$ cat src/rtl/rf_pkg.sv
// Shared definitions for the integer register file: default geometry and the
// sweep/run state encoding.
package rf_pkg;

    localparam int XLEN_DEF = 32;
    localparam int NREG_DEF = 32;

    typedef enum logic {
        INIT = 1'b0,
        RUN  = 1'b1
    } rf_state_e;

endpackage

$ cat src/rtl/rf_scoreboard.sv
// Per-register busy scoreboard: issue sets, writeback clears, a same-cycle issue
// wins over the clear, and each read port looks up its target with a bypass mask.
module rf_scoreboard
    import rf_pkg::*;
#(
    parameter int NREG   = NREG_DEF,
    parameter int NRD    = 2,
    parameter int AW     = 5,
    parameter int BYPASS = 1
) (
    input  logic              clk,
    input  logic              rst,
    input  logic              run,
    input  logic              iss_valid,
    input  logic [AW-1:0]     iss_rd,
    input  logic              we,
    input  logic [AW-1:0]     waddr,
    input  logic [NRD*AW-1:0] raddr,
    output logic [NRD-1:0]    rbusy
);

    // Sized to the full address space so out-of-range lookups land on bits that never set.
    localparam int DEPTH = 1 << AW;

    logic [DEPTH-1:0] busy_q;
    logic [DEPTH-1:0] busy_d;
    logic [AW-1:0]    rd_addr;

    always_comb begin
        busy_d = '0;
        for (int r = 1; r < NREG; r++) begin
            busy_d[r] = (run && iss_valid && (iss_rd == AW'(r))) ||
                        (busy_q[r] && !(run && we && (waddr == AW'(r))));
        end
    end

    always_ff @(posedge clk or posedge rst) begin
        if (rst) begin
            busy_q <= '0;
        end else begin
            busy_q <= busy_d;
        end
    end

    always_comb begin
        rbusy   = '0;
        rd_addr = '0;
        for (int i = 0; i < NRD; i++) begin
            rd_addr  = raddr[i*AW +: AW];
            rbusy[i] = run && busy_q[rd_addr] &&
                       !((BYPASS != 0) && we && (waddr == rd_addr));
        end
    end

endmodule

$ cat src/rtl/regfile_sb_multiport.sv
// Multi-read, single-write integer register file with optional write->read bypass,
// a busy scoreboard, and a post-reset sweep that zeroes storage one entry per cycle.
module regfile_sb_multiport
    import rf_pkg::*;
#(
    parameter int XLEN   = XLEN_DEF,
    parameter int NREG   = NREG_DEF,
    parameter int NRD    = 2,
    parameter int BYPASS = 1,
    localparam int AW    = (NREG > 1) ? $clog2(NREG) : 1
) (
    input  logic                clk,
    input  logic                rst,
    output logic                ready,
    input  logic [NRD*AW-1:0]   raddr,
    output logic [NRD*XLEN-1:0] rdata,
    output logic [NRD-1:0]      rbusy,
    output logic                hazard,
    input  logic                we,
    input  logic [AW-1:0]       waddr,
    input  logic [XLEN-1:0]     wdata,
    input  logic                iss_valid,
    input  logic [AW-1:0]       iss_rd
);

    localparam bit FULL = (NREG == (1 << AW));

    rf_state_e       state_q;
    rf_state_e       state_d;
    logic [AW-1:0]   cnt_q;
    logic [AW-1:0]   cnt_d;
    logic            run;
    logic            w_in_range;

    logic            mem_we;
    logic [AW-1:0]   mem_waddr;
    logic [XLEN-1:0] mem_wdata;
    logic [XLEN-1:0] mem [NREG];

    assign run   = (state_q == RUN);
    assign ready = run;

    if (FULL) begin : g_w_full
        assign w_in_range = 1'b1;
    end else begin : g_w_part
        assign w_in_range = (waddr < AW'(NREG));
    end

    // The sweep owns the single write port until every entry has been zeroed.
    always_comb begin
        state_d   = state_q;
        cnt_d     = cnt_q;
        mem_we    = 1'b0;
        mem_waddr = cnt_q;
        mem_wdata = '0;
        case (state_q)
            INIT: begin
                mem_we = 1'b1;
                if (cnt_q == AW'(NREG - 1)) begin
                    state_d = RUN;
                    cnt_d   = '0;
                end else begin
                    cnt_d = cnt_q + AW'(1);
                end
            end
            RUN: begin
                if (we && (waddr != '0) && w_in_range) begin
                    mem_we    = 1'b1;
                    mem_waddr = waddr;
                    mem_wdata = wdata;
                end
            end
        endcase
    end

    always_ff @(posedge clk or posedge rst) begin
        if (rst) begin
            state_q <= INIT;
            cnt_q   <= '0;
        end else begin
            state_q <= state_d;
            cnt_q   <= cnt_d;
        end
    end

    always_ff @(posedge clk) begin
        if (mem_we) begin
            mem[mem_waddr] <= mem_wdata;
        end
    end

    for (genvar i = 0; i < NRD; i++) begin : g_rd
        logic [AW-1:0]   rd_addr;
        logic            rd_in_range;
        logic [XLEN-1:0] rd_val;

        assign rd_addr = raddr[i*AW +: AW];

        if (FULL) begin : g_r_full
            assign rd_in_range = 1'b1;
        end else begin : g_r_part
            assign rd_in_range = (rd_addr < AW'(NREG));
        end

        always_comb begin
            rd_val = '0;
            if (run && (rd_addr != '0) && rd_in_range) begin
                if ((BYPASS != 0) && we && (waddr == rd_addr)) begin
                    rd_val = wdata;
                end else begin
                    rd_val = mem[rd_addr];
                end
            end
        end

        assign rdata[i*XLEN +: XLEN] = rd_val;
    end

    rf_scoreboard #(
        .NREG   (NREG),
        .NRD    (NRD),
        .AW     (AW),
        .BYPASS (BYPASS)
    ) u_scoreboard (
        .clk       (clk),
        .rst       (rst),
        .run       (run),
        .iss_valid (iss_valid),
        .iss_rd    (iss_rd),
        .we        (we),
        .waddr     (waddr),
        .raddr     (raddr),
        .rbusy     (rbusy)
    );

    assign hazard = |rbusy;

endmodule

$ cat config.mk
export PLATFORM = sky130hd
export DESIGN_NAME = regfile_sb_multiport
export DESIGN_NICKNAME = d
export VERILOG_FILES = /design/src/rtl/rf_pkg.sv /design/src/rtl/rf_scoreboard.sv /design/src/rtl/regfile_sb_multiport.sv
export SDC_FILE = /design/constraint.sdc
export NUM_CORES = 2
export LEC_CHECK = 0
export ABC_AREA = 1
export BUFFER_PORTS_ARGS = -buffer_cell sky130_fd_sc_hd__buf_2
export CAP_MARGIN = 30
export CORE_ASPECT_RATIO = 0.5
export CORE_MARGIN = 2
export CORE_UTILIZATION = 40
export DETAILED_ROUTE_END_ITERATION = 10
export GPL_ROUTABILITY_DRIVEN = 1
export HOLD_SLACK_MARGIN = 0.1
export PLACE_DENSITY = 0.56
export SLEW_MARGIN = 20
export SYNTH_ARGS = -nofsm -noshare
export SYNTH_HDL_FRONTEND = slang
export SYNTH_SLANG_ARGS = --single-unit
export TNS_END_PERCENT = 100
$ cat constraint.sdc
create_clock -name clk -period 6.5 [get_ports clk]
set_clock_uncertainty 0.05 [all_clocks]
set_input_delay 1.95 -clock clk [delete_from_list [all_inputs] [get_ports clk]]
set_output_delay 1.95 -clock clk [all_outputs]
set_load 0.005 [all_outputs]
==> impl_metrics.tcl <==
set metrics [dict create \
    synth_fp_nets 7366 \
    worst_pin_slew_ns 0.8779 \
    fillers 14010 \
    worstSetupPathType "input port to output pin" \
    worst_ep_arrival_time_ns 4.15 \
    place_area_sq_um 61200 \
    rrSetupSlack_ns 2.83 \
    synth_adder_area_share_pct 0.04359 \
    grt_max_degree 128 \
    yosys.area_share.simple_pct 34.35 \
    netlist_area_sq_um 57410 \
    ant_nets 0 \
    syn_area_per_cell_sq_um 7.855 \
    die_area_sq_um 146800 \
    power.total_mw 15.76 \
    finalCritPeriodShare_pct 94.62 \
    setup_viol 0 \
    synthCells 7308 \
    track_usage_pct 28.92 \
    drv_cap 0 \
    vias 50700 \
    htree_levels 3 \
    clockBufferDepth 3 \
    drtIter0Drc 6475 \
    finalHoldViolations 0 \
    synth-compound-area-share_pct 1.929 \
    synthMuxAreaShare_pct 0 \
    fp.dieW_microns 539.8 \
    cts-root-buf "clkbuf_16" \
    antenna_found_initial 5 \
    final_cell_area_sq_um 64620 \
    ys_ff_latch 1061 \
    finalWorstSetupSlack_ns 0.3495 \
    clock_sinks 1061 \
    dp_slack_ns 0.3552 \
    yosys.area_share.xor_xnor_pct 0 \
    cts_buffers 106 \
    slew_headroom_pct 41.34 \
    critPathRequiredTime_ns 4.50 \
    wl_per_cell_microns 23.36 \
    tns_ns 0 \
    grt.overflow.total 0 \
    grt_first_pass_wirelength_mm 314.3 \
    powerDensity_nw_per_um2 243.8 \
    viasPerCell 5.455 \
    reg2reg_to "mem[3][1]" \
    core_area_sq_um 142700 \
    grt_pass1_vias 45820 \
    ir_drop_uv 203.6 \
    worst-path-max-fanout 65 \
    synth-seq-area-share_pct 55.18 \
    layout-drive-gt1-share_pct 7.790 \
    std_cell_rows 98 \
    worstSetupEndpointType "output pin" \
    io_pins 124 \
    p_leak_nw 28.08 \
    status "completed" \
    hold_end "u_scoreboard.busy_q[3]" \
    clk_latency_ns 0.72 \
    hp-class "flop to flop" \
    die_y_microns 271.9 \
    io_buffers 123 \
    hold_depth 2 \
    floorplan.initialDensity_pct 40.22 \
    reg2regPathDepth 9 \
    setup.worst_path.start_class "input port" \
    worstHoldStart "u_scoreboard.busy_q[3]" \
    antenna_cells 0 \
    gp_congestion 0.8545 \
    synth_top_family_by_area "simple AND/OR/NAND/NOR gates" \
    drv_slew 0 \
    ys_warn_count 0 \
    drc 0 \
    rsz0062_at_grt "false" \
    clk_pin_slew_ns 0.05 \
    dp_hpwl_mm 124.0 \
    max_clock_freq_ghz 0.1626 \
    cts_setup_buffers 0 \
    synthDistinctLibCells 26 \
    dr.pass1.iters 8 \
    ctsHoldBuffers 0 \
    syn2layout_area_growth_pct 12.57 \
    cts-resized-gates 0 \
    layout.nets 7362 \
    r2r-start "ready" \
    wirelength_mm 217.1 \
    cts_tree "yes" \
    period_minus_slack_ns 6.150 \
]
==> metrics by stage <==
step	hold slack, ns	std cells	utilization, %
5_1_grt	0.4903	9294	45.28
2_1_floorplan	0.4195	7308	-
3_5_place_dp	0.4480	9096	42.88
3_3_place_gp	0.4374	9094	42.86
4_1_cts	0.4608	9294	45.28
6_report	0.4572	9294	45.28
==> sequential cells by signal (all words and copies together), names as in the netlist <==
name	count
ready	1
mem	1024
u_scoreboard.busy_q	31
cnt_q	5
==> worst max path at each step <==
stage,startpoint,to,depth (start not counted),slack (ns)
final,raddr[0],rdata[8],13,0.35
after global routing,raddr[0],rdata[8],13,0.27
after CTS,raddr[5],rdata[55],8,0.34
after detailed placement,raddr[5],rdata[55],8,0.36
after global placement,raddr[5],rdata[55],8,0.35
after floorplan,raddr[7],rdata[35],9,1.46
==> cells in the final DEF (no fill, tap or decap), drive strengths merged <==
cell type  netlist  final
clkbuf         139    133
nand3         1229   1229
inv            750    754
ha               2      2
nand2         2741   2741
bufinv           0      9
o21ai          134    134
nor2           854    854
clkinvlp         0      5
edfxtp        1024   1024
nand3b           1      1
buf            312    337
clkinv           0     49
o22ai            6      6
nor3             4      4
o211ai           2      2
a21oi           70     70
dfrtp           37     37
a211oi           1      1
nand4            2      2
==> routing by layer <==
metal | part of all wire, % | GRT usage [%] | vias up
li1 | - | - | 23400
met1 | 44 | 43.19 | 24050
met2 | 42 | 42.33 | 2845
met3 | 11 | 5.259 | 410
met4 | 3.1 | 9.095 | 4
met5 | 0.0097 | 0 | -
==> logic make-up (layout without fill, tap and decap cells) <==
group | after synthesis | count (layout)
adders and majority gates | 2 | 2
DFF | 1061 | 1061
AOI/OAI and AO/OA | 213 | 213
buffers and inverters | 1201 | 1287
and+or+nand+nor | 4831 | 4831
==> where the power goes <==
group / switching [mW] / leakage [nW] / total (mW) / internal [mW]
Combinational: 1.41 / 15.3 / 1.92 / 0.513
Clock: 2.83 / 1.68 / 6.28 / 3.45
Sequential: 0.0159 / 11.1 / 7.56 / 7.54
Total: 4.25 / 28.1 / 15.8 / 11.5
==> Yosys cell counts <==
cell type  instances  area (sq um)
inv_2             10         37.54
o21ai_2            4         35.03
nand3_1         1225          6131
nand3b_1           1         7.510
a21oi_1           69         345.3
o21ai_0          130         650.6
a21oi_4            1         16.27
o211ai_1           2         15.01
clkbuf_1         139         521.8
nor3_1             4         20.02
buf_6              1         11.26
dfrtp_1           37         925.9
nand3_2            4         40.04
o22ai_1            6         37.54
buf_1             52         195.2
a211oi_1           1         7.510
nand2_4            1         11.26
buf_4             17         127.6
nor2_1           854          3206
edfxtp_1        1024         30750
ha_1               2         25.02
inv_1            740          2778
nand4_1            2         12.51
nand2_2            2         12.51
nand2_1         2738         10280
buf_2            242          1211
==> final cells by class <==
type / count / area [sq um] / area share [%]
clock buffers: 131 / 2826 / 4.374
clock inverters: 67 / 594.3 / 0.9197
inverters: 750 / 2850 / 4.410
multi-input cells: 5046 / 21200 / 32.80
flip-flops and latches: 1061 / 31680 / 49.01
well taps: 1900 / 2377 / 3.679
repair buffers: 339 / 3103 / 4.802
==> critical path, cell delays in order <==
cell and delay, ns:
buf_8 0.18, inv_8 0.24, buf_12 0.36, buf_12 0.25, nand2_1 0.07, nand3_1 0.07, nand2_1 0.06, nor2_1 0.13
nand2_1 0.06, nand3_1 0.08, nand2_1 0.24, a21oi_1 0.23, buf_2 0.14
Note: power is estimated with default switching activity, not from simulation.
